--- src/rtl/dcache_wb.sv ---
// Two-way set-associative write-back, write-allocate data cache with one-word lines.
// Misses stall the CPU while a WRITEBACK/FILL state machine talks to backing memory.
module dcache_wb #(
  parameter int DATA_WIDTH        = 32,
  parameter int SET_ADDRESS_WIDTH = 2
) (
  input  logic                  CLK,
  input  logic                  RST,
  input  logic                  MemRead,
  input  logic                  MemWrite,
  input  logic [DATA_WIDTH-1:0] A,
  input  logic [DATA_WIDTH-1:0] WD,
  input  logic                  WE0,
  input  logic                  WE1,
  input  logic                  WE2,
  input  logic                  WE3,
  output logic [DATA_WIDTH-1:0] RD,
  output logic                  hit,
  output logic                  Stall,
  output logic                  MemReq,
  output logic                  MemWE,
  output logic [DATA_WIDTH-1:0] MemA,
  output logic [DATA_WIDTH-1:0] MemWD,
  input  logic [DATA_WIDTH-1:0] MemRD,
  input  logic                  MemReady
);

  localparam int TAG_WIDTH = DATA_WIDTH - SET_ADDRESS_WIDTH - 2;
  localparam int SETS      = 1 << SET_ADDRESS_WIDTH;

  typedef enum logic [1:0] {IDLE, WRITEBACK, FILL} state_t;

  state_t state_q, state_d;
  logic   victim_q, victim_d;

  logic [1:0]            v_q   [SETS];
  logic [1:0]            d_q   [SETS];
  logic [SETS-1:0]       lru_q;
  logic [TAG_WIDTH-1:0]  tag_q [2][SETS];
  logic [DATA_WIDTH-1:0] data_q[2][SETS];

  logic [SET_ADDRESS_WIDTH-1:0] set_idx;
  logic [TAG_WIDTH-1:0]         tag_in;
  logic [1:0]                   way_hit;
  logic                         hit_way;
  logic                         req;
  logic                         wr_hit;
  logic                         fill_en;
  logic                         unused_addr_lsb;

  function automatic logic [DATA_WIDTH-1:0] byte_merge(
    input logic [DATA_WIDTH-1:0] old_w,
    input logic [DATA_WIDTH-1:0] new_w,
    input logic [3:0]            be
  );
    logic [DATA_WIDTH-1:0] res;
    res = old_w;
    for (int i = 0; i < 4; i++) begin
      if (be[i]) res[8*i +: 8] = new_w[8*i +: 8];
    end
    return res;
  endfunction

  assign set_idx         = A[SET_ADDRESS_WIDTH+1:2];
  assign tag_in          = A[DATA_WIDTH-1:SET_ADDRESS_WIDTH+2];
  assign unused_addr_lsb = ^A[1:0];
  assign req             = MemRead | MemWrite;

  assign way_hit[0] = v_q[set_idx][0] && (tag_q[0][set_idx] == tag_in);
  assign way_hit[1] = v_q[set_idx][1] && (tag_q[1][set_idx] == tag_in);
  assign hit_way    = way_hit[1];

  assign hit    = (state_q == IDLE) && req && (|way_hit);
  assign wr_hit = hit && MemWrite;
  assign RD     = (hit && MemRead) ? data_q[hit_way][set_idx] : '0;

  always_comb begin
    state_d  = state_q;
    victim_d = victim_q;
    Stall    = 1'b0;
    MemReq   = 1'b0;
    MemWE    = 1'b0;
    MemA     = '0;
    MemWD    = '0;
    fill_en  = 1'b0;
    case (state_q)
      IDLE: begin
        if (req && !(|way_hit)) begin
          Stall = 1'b1;
          // Fill empty ways before evicting anything
          if (!v_q[set_idx][0])      victim_d = 1'b0;
          else if (!v_q[set_idx][1]) victim_d = 1'b1;
          else                       victim_d = lru_q[set_idx];
          state_d = (v_q[set_idx][victim_d] && d_q[set_idx][victim_d]) ? WRITEBACK : FILL;
        end
      end
      WRITEBACK: begin
        Stall  = 1'b1;
        MemReq = 1'b1;
        MemWE  = 1'b1;
        MemA   = {tag_q[victim_q][set_idx], set_idx, 2'b00};
        MemWD  = data_q[victim_q][set_idx];
        if (MemReady) state_d = FILL;
      end
      FILL: begin
        Stall  = 1'b1;
        MemReq = 1'b1;
        MemA   = {tag_in, set_idx, 2'b00};
        if (MemReady) begin
          fill_en = 1'b1;
          state_d = IDLE;
        end
      end
      default: state_d = IDLE;
    endcase
  end

  always_ff @(posedge CLK) begin
    if (RST) begin
      state_q  <= IDLE;
      victim_q <= 1'b0;
      lru_q    <= '0;
      for (int s = 0; s < SETS; s++) begin
        v_q[s] <= '0;
        d_q[s] <= '0;
      end
    end else begin
      state_q  <= state_d;
      victim_q <= victim_d;
      if (hit) lru_q[set_idx] <= ~hit_way;
      if (wr_hit) d_q[set_idx][hit_way] <= 1'b1;
      if (fill_en) begin
        v_q[set_idx][victim_q] <= 1'b1;
        d_q[set_idx][victim_q] <= 1'b0;
      end
    end
  end

  // Tag/data arrays carry no reset; validity alone decides whether they are used
  always_ff @(posedge CLK) begin
    if (wr_hit) begin
      data_q[hit_way][set_idx] <= byte_merge(data_q[hit_way][set_idx], WD, {WE3, WE2, WE1, WE0});
    end
    if (fill_en) begin
      tag_q[victim_q][set_idx]  <= tag_in;
      data_q[victim_q][set_idx] <= MemRD;
    end
  end

endmodule
--- config.mk ---
export PLATFORM = sky130hd
export DESIGN_NAME = dcache_wb
export DESIGN_NICKNAME = d
export VERILOG_FILES = /design/src/rtl/dcache_wb.sv
export SDC_FILE = /design/constraint.sdc
export NUM_CORES = 1
export LEC_CHECK = 0
export CORE_MARGIN = 5
export CORE_UTILIZATION = 50
export CTS_CLUSTER_DIAMETER = 30
export DETAILED_ROUTE_END_ITERATION = 8
export GPL_TIMING_DRIVEN = 0
export PLACE_DENSITY = 0.69
export SETUP_SLACK_MARGIN = 0.15
export SLEW_MARGIN = 20
export SYNTH_ARGS = -nofsm -noshare
export SYNTH_HDL_FRONTEND = slang
export SYNTH_SLANG_ARGS = --single-unit
--- constraint.sdc ---
create_clock -name CLK -period 7.5 [get_ports CLK]
set_clock_uncertainty 0.15 [all_clocks]
set_input_delay 1.5 -clock CLK [delete_from_list [all_inputs] [get_ports CLK]]
set_output_delay 1.5 -clock CLK [all_outputs]
set_load 0.02 [all_outputs]
# Yosys cells after proc, flatten, opt, wreduce, memory -nomap -nowiden
# Memories as Yosys holds them, arrays and structs flattened. A register that Yosys moved wholly into a read port is not among the register bits.
# Index checks and enable logic that the tools add are counted.
[word_totals] memories=4 wordCells=133 ff_bits=7 inputBits=105 ram_bits=496
[memory_table] name="data_q" words=2 word_bits=128 read_ports=2 rd_clocked_by_memory_dff=1 write_ports=1 line="40" text="logic [DATA_WIDTH-1:0] data_q[2][SETS];"
[memory_table] name="tag_q" words=2 word_bits=112 read_ports=3 rd_clocked_by_memory_dff=1 write_ports=1 line="39" text="logic [TAG_WIDTH-1:0] tag_q [2][SETS];"
[memory_table] name="d_q" words=4 word_bits=2 read_ports=1 rd_clocked_by_memory_dff=0 write_ports=4 line="37" text="logic [1:0] d_q [SETS];"
[memory_table] name="v_q" words=4 word_bits=2 read_ports=1 rd_clocked_by_memory_dff=0 write_ports=4 line="36" text="logic [1:0] v_q [SETS];"
[op_classes] n_reduce_logical=21 muxes=84 magnitude_cmp=9 n_bitwise=5 eq_ne=7
[op_table] op="128-bit two-way mux" n=4
[op_table] op="32-bit two-way mux" n=7
[op_table] op="28-bit two-way mux" n=7
[op_table] op="28-bit binary-select mux with 2-bit select" n=3
[op_table] op="32-bit binary-select mux with 2-bit select" n=2
[op_table] op="128-bit OR reduction" n=1
[op_table] op="112-bit two-way mux" n=1
[op_table] op="32-bit demux with 2-bit select" n=1
[op_table] op="8-bit two-way mux" n=8
[op_table] op="32-bit one-hot mux with 2 select lines" n=1
[op_table] op="28-bit demux with 2-bit select" n=1
[op_table] op="28-bit equality test" n=2
[op_table] op="1-bit two-way mux" n=30
[op_table] op="2-bit two-way mux" n=12
[op_table] op="1-bit logical AND" n=12
[op_table] op="2-bit OR reduction" n=4
[op_table] op="1-bit by 2-bit < comparator with 1-bit output, second input constant" n=3
[op_table] op="2-bit one-hot mux with 3 select lines" n=1
[op_table] op="4-bit bitwise mux" n=1
[op_table] op="2-bit != test, second input constant" n=2
[op_table] op="3-bit >= comparator, second input constant" n=1
[op_table] op="2-bit by 3-bit < comparator with 1-bit output, second input constant" n=1
[op_table] op="3-bit by 1-bit < comparator with 1-bit output, second input constant" n=1
[op_table] op="2-bit NOT with 3-bit output" n=1
[op_table] op="other kinds (15)" n=19

# Logic depth before layout (Yosys ltp)
# Gate-level depths: netlist of run 1.
[depth] word_depth=17 ltp_mapped=15 mapped_depth_nobuf=8

# Worst setup path before layout of run 1
# OpenSTA, ideal clock, no wires.
[synth_timing] kind="input to register" startpoint="input port A[3]" endpoint="memory data_q[0][100] (netlist bit), enable pin" cell_stages=11 t_arrival_ns=5.541 path_slack_ns=1.388 required_time_ns=6.929 cell_sequence="buf_2 -> buf_2 -> clkbuf_1 -> mux4_2 -> xnor2_1 -> nand4_1 -> or4_1 -> or4_4 -> nand3b_4 -> o21a_1 -> nor2_1"
[synth_via] elab_chain_cells=12 word_cells_on_any_way=26 cone_classes="2 x order compare; 2 x eq/ne; 13 x mux; 1 x bitwise; 7 x reduce/logical; 1 x memory"
[synth_lines] item="start: declaration" line="11" text="input logic [DATA_WIDTH-1:0] A,"
[synth_lines] item="2-bit NOT with 3-bit output (not written as such)"
[synth_lines] item="28-bit binary-select mux with 2-bit select (on tied branches)" line="69, 70"
[synth_lines] item="28-bit two-way mux (on tied branches) (2 in series)" line="69, 70"
[synth_lines] item="28-bit equality test (on tied branches)" line="69, 70"
[synth_lines] item="1-bit logical AND (on tied branches)" line="69, 70"
[synth_lines] item="2-bit OR reduction" line="73" text="assign hit = (state_q == IDLE) && req && (|way_hit);"
[synth_lines] item="1-bit logical AND" line="73"
[synth_lines] item="1-bit logical AND" line="74" text="assign wr_hit = hit && MemWrite;"
[synth_lines] item="1-bit two-way mux" line="141" text="if (wr_hit) begin"
[synth_lines] item="128-bit two-way mux (not written as such)" line="142" text="data_q[hit_way][set_idx] <= byte_merge(data_q[hit_way][set_idx], WD, {WE3, WE2, WE1, WE0});"
[synth_lines] item="128-bit two-way mux (no line)"
[synth_lines] item="end: declaration" line="40"
# Several ways; a longest one is shown, not always the timed one. The select of a mux whose other input is x is not followed.

# Final worst setup path of run 1
[layout_timing] startpoint="input port A[3]" endpoint="output port Stall"
[layout_via] elab_chain_cells=11 word_cells_on_any_way=17 cone_classes="2 x eq/ne; 8 x mux; 1 x bitwise; 5 x reduce/logical; 1 x memory"
[layout_lines] item="2-bit NOT with 3-bit output (not written as such)" line="69, 70"
[layout_lines] item="28-bit binary-select mux with 2-bit select (on tied branches)" line="69, 70"
[layout_lines] item="28-bit two-way mux (on tied branches) (2 in series)" line="69, 70"
[layout_lines] item="28-bit equality test (on tied branches)" line="69, 70"
[layout_lines] item="1-bit logical AND (on tied branches)" line="69, 70"
[layout_lines] item="2-bit OR reduction *" line="88" text="if (req && !(|way_hit)) begin"
[layout_lines] item="1-bit logical NOT *" line="88"
[layout_lines] item="1-bit logical AND *" line="88"
[layout_lines] item="1-bit two-way mux *" line="88"
[layout_lines] item="1-bit one-hot mux with 2 select lines *" line="86" text="case (state_q)"
[layout_lines] item="end: declaration" line="19" text="output logic Stall,"
# Mark *: on every way between the ends. The rest lies on a longest branch, timed or not. The select of a mux whose other input is x is not followed.

==> flow_results.org, run 1 <==
** Floorplanning
- The initial utilization of the core area, before any placement, comes to 50.6%.
- The initialized floorplan defines 80 standard-cell rows.
- After floorplanning, the core was sized to cover 0.0478 mm².
- Top Ports :: 205
- Measured along the y axis, the die boundary spans 230 µm.
- Full die area :: 0.0529 mm²
- Die extent in x :: 230 µm

** Power and ir drop
- Leakage :: 10.8 nW
- Power density normalized to cell area :: 274 mW/mm²
- Across the VDD grid, the largest voltage drop is 263 µV.

** Clock network
- The longest clock path from root to sink contains 3 buffers.
- For this design, the sink count on the clock tree is 504.
- TritonCTS clock tree :: done
- In this run the clock root is driven by a sky130_fd_sc_hd__clkbuf_16.
- Number of buffers inserted during clock tree synthesis :: 101
- At the later pin of the worst-skew pair, clock insertion delay measures 0.63 ns.
- Hold repair after CTS inserted 0 buffers.
- The H-tree was split into 3 levels.
- Clock-pin slew was measured on the worst setup and hold paths at 0.05 ns.

** Yosys
- Portion of the post-synthesis area used by sequential elements :: 62.2%
- The synthesized design contains 504 register bits.
- Sorting the synthesized cells by area gives the leading types as sky130_fd_sc_hd__edfxtp_1 62%, sky130_fd_sc_hd__mux4_2 15%, sky130_fd_sc_hd__mux2i_1 4.1%.
- Most used flip-flop cell after synthesis :: sky130_fd_sc_hd__edfxtp_1
- After synthesis the cells add up to 0.0242 mm².
- Average cell area after synthesis :: 16.1 µm²
- EDFF count, synth :: 496
- The cell count after synthesis came out at 1506.
- Fraction of synthesized cell area taken by the top area cell type :: 61.6%
- After synthesis, the share of flip-flops with an asynchronous set or reset is 0%.
- Number of distinct library cells after synthesis :: 70
- Yosys warns :: 0
- The biggest area contributor in the post-synthesis netlist is sky130_fd_sc_hd__edfxtp_1.

** Final layout
- The finished cells cover 0.0313 mm².
- The area growth from synthesis to layout is 29.2%.
- Fraction of final layout cells sized beyond drive strength 1 :: 24.4%
- The final layout contains 1938 nets.
- The layout has 3316 filler cells.

** Setup path
- Worst Path Required :: 5.85 ns
- Capturing element type of the critical path :: output pin
- Largest fanout of any net on the critical path :: 10
- The worst setup path is launched from an input port.
- Data arrival at the endpoint of the critical path :: 5.68 ns
- R2R cell count :: 9
- Critical Setup Path Class :: in -> out
- For flop-to-flop paths, the worst setup slack is 2.81 ns.

** Routing
- Once detail routing completed, the nets flagged for antenna violations numbered 0.
- The first detailed-routing pass took 6 iterations.
- Total wire length :: 70300 µm
- DRC errors left :: 0
- Number of DRC markers in iteration 0 :: 1917
- Detailed-route vias per instance :: 6.19
- Summing over every cut layer, the via total after detailed routing is 15659.
- Drt wl/cell :: 27.8 µm

** Job
- Count of max-cap constraint violations :: 0

** STA
- After layout, the minimum clock period comes to 7.33 ns.
- Slew at the pin closest to its max-slew limit :: 1.04 ns
- Share of the clock period used by the worst path :: 97.7%
- Worst-case headroom to the max-slew limit :: 29.9%
- RSZ-0062 raised after global routing :: no
- The max-slew violation count is 0.
- Final worst setup slack :: 0.173 ns
- Setup violations remaining at the end of the flow were counted as 0.
- The count of final hold-check violations is 0.
- Maximum clock frequency :: 136 MHz
- The tightest hold path in the finished design has a slack of 0.407 ns.

** Place
- Last weighted congestion value of the routability-driven placer :: 0.956
- Prior to clock tree synthesis, the placed netlist has a worst setup slack of -0.818 ns.
- The wire-length estimate of the detail-placed layout is 47300 µm.
- Once placement finished, the instance area stood at 0.0275 mm².
- Input and output buffers added on the ports amount to 197.

** Global routing
- First-pass GRT wire length :: 104000 µm
- Entering global routing, the biggest net connects 20 pins.
- Global routing used 26.3% of the available tracks.
- Number of global-route vias before repair :: 16192
- The number of antenna violations at the first check in global routing was 3.
- Overflow after GRT :: 0

** Min path
- Counting instances, the worst hold path has a depth of 2.
- Type of the worst min-delay path :: reg -> reg

** Status
- The run finished with clean final reports.
[repair_timing]
action | CTS | global route
pin swaps | 2 | 0
cloned | 0 | 0
resized for setup | 32 | 32
setup buffers | 2 | 0
setup endpoints to repair | 73 | 35
[synth_stat cells (3+ instances only)]
cell and instances:
sky130_fd_sc_hd__edfxtp_1 496, sky130_fd_sc_hd__mux4_2 161, sky130_fd_sc_hd__nand2_1 125, sky130_fd_sc_hd__mux2i_1 98, sky130_fd_sc_hd__nor2_1 79, sky130_fd_sc_hd__nor2b_1 65
sky130_fd_sc_hd__clkbuf_1 62, sky130_fd_sc_hd__o21ai_0 59, sky130_fd_sc_hd__xnor2_1 43, sky130_fd_sc_hd__and2_1 37, sky130_fd_sc_hd__a22oi_1 32, sky130_fd_sc_hd__a21oi_1 17
sky130_fd_sc_hd__inv_1 17, sky130_fd_sc_hd__mux4_1 16, sky130_fd_sc_hd__o21ai_1 16, sky130_fd_sc_hd__nand4_1 14, sky130_fd_sc_hd__nor3_1 14, sky130_fd_sc_hd__buf_1 12
sky130_fd_sc_hd__or2_2 11, sky130_fd_sc_hd__buf_2 10, sky130_fd_sc_hd__buf_4 10, sky130_fd_sc_hd__nand3_1 9, sky130_fd_sc_hd__dfxtp_1 8, sky130_fd_sc_hd__mux2_2 7
sky130_fd_sc_hd__nand2b_1 7, sky130_fd_sc_hd__buf_6 6, sky130_fd_sc_hd__and3_1 5, sky130_fd_sc_hd__a21o_1 4, sky130_fd_sc_hd__ha_1 4, sky130_fd_sc_hd__nand4b_1 4
sky130_fd_sc_hd__nor4_2 3, sky130_fd_sc_hd__o2111ai_1 3, sky130_fd_sc_hd__o211ai_1 3
[sequential cells by signal (all words and copies together) (netlist names), named ones only]
name      cells
d_q           8
data_q      256
lru_q         4
state_q       2
tag_q       224
v_q           8
victim_q      1
[metal layers]
layer	global-route usage (%)	wire, µm	vias up
met4	8.14	1730	2
met1	34.8	26800	7975
met3	5.67	6420	140
li1	-	-	6674
met2	44.2	35300	868
met5	0	13	-
[final timing paths]
check | from | endpoint
setup reg to reg | tag_q[1][38] | data_q[0][66]
hold / removal | lru_q[1] | lru_q[1]
setup / recovery | A[3] | Stall
hold reg to reg | lru_q[1] | lru_q[1]
[through the flow]
stage / TNS [ns] / utilization (%) / power (mW) / instances
after floorplan: 0 / - / 3.69 / 1507
after global placement: -453.91 / 56.3 / 3.97 / 2319
after detailed placement: -42.34 / 57.5 / 4.00 / 2339
after CTS: 0 / 65.1 / 8.59 / 2526
after global routing: 0 / 65.3 / 8.80 / 2526
final: 0 / 65.3 / 8.57 / 2528
[cell families after synthesis]
logic type,count (synthesis),synth area share (%)
XOR/XNOR,45,1.63
adder cells (fa/ha/maj),4,0.207
multiplexers,282,21.1
other,1,0.0155
AO/OA/AOI/OAI,161,4.19
buffers and inverters,120,2.39
flip-flops,504,62.2
AND/OR/NAND/NOR,389,8.23
[worst max-delay path, cell delays in order]
cell	delay (ns)
sky130_fd_sc_hd__buf_2	0.28
sky130_fd_sc_hd__clkbuf_4	0.31
sky130_fd_sc_hd__clkbuf_2	0.34
sky130_fd_sc_hd__mux4_2	0.41
sky130_fd_sc_hd__xnor2_1	0.38
sky130_fd_sc_hd__nand3_1	0.20
sky130_fd_sc_hd__or4_1	0.60
sky130_fd_sc_hd__or4_4	0.50
sky130_fd_sc_hd__and2_4	0.18
sky130_fd_sc_hd__buf_6	0.13
sky130_fd_sc_hd__a21oi_1	0.14
sky130_fd_sc_hd__nor2_1	0.13
sky130_fd_sc_hd__clkdlybuf4s50_1	0.56
[cells in the final DEF, fill, tap and decap left out, types with 17 or more instances in the layout]
| cell | instances |
|---|---|
| sky130_fd_sc_hd__a21oi_1 | 17 |
| sky130_fd_sc_hd__a22oi_1 | 31 |
| sky130_fd_sc_hd__and2_1 | 37 |
| sky130_fd_sc_hd__clkbuf_1 | 46 |
| sky130_fd_sc_hd__clkbuf_16 | 103 |
| sky130_fd_sc_hd__clkbuf_2 | 18 |
| sky130_fd_sc_hd__clkdlybuf4s50_1 | 174 |
| sky130_fd_sc_hd__dlymetal6s2s_1 | 18 |
| sky130_fd_sc_hd__edfxtp_1 | 496 |
| sky130_fd_sc_hd__inv_1 | 17 |
| sky130_fd_sc_hd__mux2i_1 | 95 |
| sky130_fd_sc_hd__mux4_2 | 161 |
| sky130_fd_sc_hd__nand2_1 | 125 |
| sky130_fd_sc_hd__nor2_1 | 62 |
| sky130_fd_sc_hd__nor2b_1 | 65 |
| sky130_fd_sc_hd__o21ai_0 | 58 |
| sky130_fd_sc_hd__o21ai_1 | 17 |
| sky130_fd_sc_hd__xnor2_1 | 40 |
[cell type report]
class / count / area (µm²) / share of cell area [%]
clock inverters: 82 / 972 / 3.11
inverters: 17 / 63.8 / 0.204
repair buffers: 219 / 2480 / 7.95
plain buffers: 103 / 579 / 1.85
diodes: 2 / 5.00 / 0.0160
flip-flops and latches: 504 / 15100 / 48.2
well taps: 615 / 769 / 2.46
clock buffers: 103 / 2580 / 8.25
multi-input cells: 883 / 8750 / 28.0
[power breakdown]
part,internal [mW],leakage [nW],switching [mW]
sequential,3.19,4.55,0.0139
combinational,0.308,4.51,0.454
clock,3.07,1.71,1.53
total,6.57,10.8,2.00
No activity file was read; power rests on OpenSTA's default activity.
==> inputs of run 2 (changes only) <==
Clock period 7.5 ns to 8 ns, I/O delays scaled along.
==> run 2 against run 1 <==
Sequential power shrank 6.3%. Core utilization shrank 0.23 points. Routed wire length shrank 0.13%. Clock power shrank 6.3%. Combinational power shrank 6.8%. Via count is essentially flat. Highest routed layer unchanged. Worst setup slack gained 0.045 ns. Register-to-register slack gained 0.51 ns. Flip-flop and latch count is the same. Sequential share of layout area grew 0.17 points.
==> flow_results.org, run 2 (synthesis gave the netlist of run 1 again) <==
** Status
- The flow ran to the end, and the final reports show no timing, DRC or antenna violations.

** Setup path
- The number of stages on the worst setup path came to 13 (unchanged).
- Crit path launch :: A[3]
- Critical Setup Path Class :: in -> out
- In this design, the critical path's most frequently occurring cell is sky130_fd_sc_hd__buf_2.
- Slowest cell on crit path :: sky130_fd_sc_hd__clkdlybuf4s50_1
- The worst endpoint data arrival time was 6.03 ns (+0.35 ns).
- Capturing element type of the critical path :: output pin
- The reg-to-reg setup timing slack was 3.32 ns (+0.51 ns).
- STA classifies the critical path startpoint as an input port.
- Capturing instance or port of the critical path :: RD[30]
- The worst register-to-register path begins at tag_q[1][38].
- Worst Path Required :: 6.25 ns (+0.40 ns)
- The worst-case reg-to-reg path depth came to 9 (unchanged).
- WP buf/inv :: 8 (+3)
- Family of cells with the greatest summed delay on the critical path :: buffers and inverters
- The signal on the critical path passes through buf_2, buf_2, buf_2, buf_2, buf_2, o2111ai_1, a22o_1, nor4_4, buf_4, o211ai_1, buf_2, nor2_1, clkdlybuf4s50_1.
- In this run the critical register-to-register path is captured at data_q[0][66].
- Maximum single-stage delay on the critical path :: 0.67 ns (+0.07 ns)
- The maximum fanout encountered on the critical timing path came to 10 (unchanged).

** Global routing
- The maximum number of pins on one net before global-route repair was 20 (unchanged).
- First-pass GRT wire length :: 103000 µm (-0.25%)
- Antenna violations before repair :: 3 (unchanged)
- Number of global-route vias before repair :: 16183 (-0.056%)
- The global-route total usage across every layer was 26.3% (-0.031 points).
- The global-route congestion overflow total was 0 (unchanged).

** Clock network
- Bufs on Longest Clock Path :: 3 (unchanged)
- Clock Sink Count :: 504 (unchanged)
- Number of buffers inserted during clock tree synthesis :: 101 (unchanged)
- Hold-fix buffer count after cts :: 0 (unchanged)
- The H-tree depth reported by CTS was 3 (unchanged).
- Clock edge transition at the registers on the reported setup and hold paths :: 0.05 ns (about the same)
- TritonCTS clock tree :: done
- The insertion delay to the later sink of the worst-skew pair is 0.64 ns (about the same).
- CTS root buf :: sky130_fd_sc_hd__clkbuf_16

** Routing
- DRT antenna net count :: 0 (unchanged)
- Drt wl/cell :: 27.8 µm (-0.17%)
- The residual DRC count is 0 (unchanged).
- Detailed Routing Iterations Pass 1 :: 5 (-1)
- Total wire length :: 70200 µm (-0.13%)
- DR vias :: 15663 (+0.026%)
- Detailed-route vias per instance :: 6.19 (about the same)
- The DRC violation total after the first TritonRoute iteration is 1908 (-0.47%).

** Power and ir drop
- Leakage :: 10.4 nW (-3.2%)
- The worst supply voltage drop on vdd is 248 µV (-5.8%).
- The total power consumption of the routed design came to 8.02 mW (-6.3%).
- Power density normalized to cell area :: 258 mW/mm² (-6.0%)

** Final layout
- In the final layout, the registers with the most flip-flops are data_q (256), tag_q (224).
- Commonest non-fill, non-tap cells in the layout :: 496 x sky130_fd_sc_hd__edfxtp_1, 195 x sky130_fd_sc_hd__clkdlybuf4s50_1, 161 x sky130_fd_sc_hd__mux4_2
- Largest register FFs :: 256 (unchanged)
- Number of nets at the end of the flow :: 1939 (+0.052%)
- Commonest non-fill, non-tap cell in the layout :: sky130_fd_sc_hd__edfxtp_1
- Most flop-heavy register :: data_q
- Synthesis-to-finish area growth :: 28.7%
- The share of cells above drive strength 1 is 23.8% (-0.59 points).

** Floorplanning
- DIE HEIGHT :: 230 µm (unchanged)
- The starting density of the core came to 50.6% (unchanged).
- The number of ports placed on the die boundary came to 205 (unchanged).
- The die span in x came to 230 µm (unchanged).
- Core Rows :: 80 (unchanged)
- Core ar. :: 0.0478 mm² (unchanged)
- Full die area :: 0.0529 mm² (unchanged)

** STA
- The count of final hold-check violations was 0 (unchanged).
- The transition time at the pin with the least slew margin was 1.07 ns (+0.0269 ns).
- Clock period minus worst slack :: 7.78 ns
- The slack of the critical path was 0.219 ns (+0.0450 ns).
- Based on the critical path, the design can be clocked at up to 129 MHz.
- RSZ-0062 raised after global routing :: yes
- Share of the clock period used by the worst path :: 97.3%
- The max-slew violation count came to 0 (unchanged).
- The final number of setup-violating endpoints was 0 (unchanged).
- Worst-case headroom to the max-slew limit :: 28.1% (-1.8 points)

** Min path
- Type of the worst min-delay path :: reg -> reg

** Place
- The routability congestion estimate from global placement was 0.956 (unchanged).
- Worst slack, placed :: -0.518 ns (+0.300 ns)
- Count of port buffers added during placement :: 197 (unchanged)
- The detailed placement HPWL was 47300 µm (unchanged).

** Job
- The number of max-capacitance violations reported is 0 (unchanged).
run 2: cell count changes in the layout (fill, tap and decap cells not counted), moves of 3 or more:
| cell | previous run | this run |
|---|---|---|
| sky130_fd_sc_hd__dlymetal6s2s_1 | 18 | 2 |
| sky130_fd_sc_hd__buf_1 | 4 | 7 |
| sky130_fd_sc_hd__xnor2_1 | 40 | 43 |
| sky130_fd_sc_hd__xnor2_2 | 3 | 0 |
| sky130_fd_sc_hd__dlygate4sd2_1 | 5 | 0 |
| sky130_fd_sc_hd__clkdlybuf4s50_1 | 174 | 195 |
| sky130_fd_sc_hd__clkdlybuf4s15_2 | 3 | 0 |
run 2: area by class of cell:
class / count / area [µm²]
inverters: 17 / 63.8
plain buffers: 103 / 542
diodes: 2 / 5.00
repair buffers: 220 / 2460
flip-flops and latches: 504 / 15100
clock inverters: 82 / 972
multi-input cells: 883 / 8700
well taps: 615 / 769
fillers: 3323 / 16700
clock buffers: 103 / 2580
run 2: worst min-delay path by stage:
stage / start / end / slack [ns] / depth (start not counted)
global route: lru_q[2] / lru_q[2] / 0.44 / 2
CTS: lru_q[1] / lru_q[1] / 0.39 / 2
global placement: lru_q[0] / lru_q[0] / 0.35 / 2
floorplan: lru_q[2] / lru_q[2] / 0.33 / 2
detailed placement: lru_q[0] / lru_q[0] / 0.35 / 2
finish: lru_q[1] / lru_q[1] / 0.40 / 2
run 2: report_power, final:
part / internal [mW] / switching (mW)
logic: 0.286 / 0.423
clock network: 2.88 / 1.43
registers: 2.99 / 0.0129
run 2: what timing repair did:
item                                    in CTS  in global routing
pin swaps                                    1                  1
endpoints found under the setup margin      69                 38
buffers inserted                             1                  2
resized for setup                           12                 15
run 2: metrics by stage:
stage / cells / TNS, ns / hold WS (ns) / cell area (µm²) / utilization, %
after floorplan: 1507 / 0 / 0.331 / 24200 / -
after global placement: 2319 / -307.35 / 0.349 / 26900 / 56.3
after detailed placement: 2339 / -21.84 / 0.355 / 27500 / 57.5
after CTS: 2525 / 0 / 0.394 / 31100 / 65.0
after global routing: 2527 / 0 / 0.442 / 31100 / 65.1
final: 2529 / 0 / 0.403 / 31100 / 65.1
run 2: metal layers:
| metal | share of wire [%] | vias up | track usage, % |
|---|---|---|---|
| li1 | - | 6669 | - |
| met1 | 38 | 7943 | 34.6 |
| met2 | 50 | 898 | 44.0 |
| met3 | 9.5 | 151 | 6.02 |
| met4 | 2.6 | 2 | 8.22 |
| met5 | 0.019 | - | 0 |
run 2: worst min-delay path, cell delays in order, from the launching register on:
cell	delay [ns]
sky130_fd_sc_hd__dfxtp_1	0.31
sky130_fd_sc_hd__a21oi_1	0.13
sky130_fd_sc_hd__nor3_1	0.06
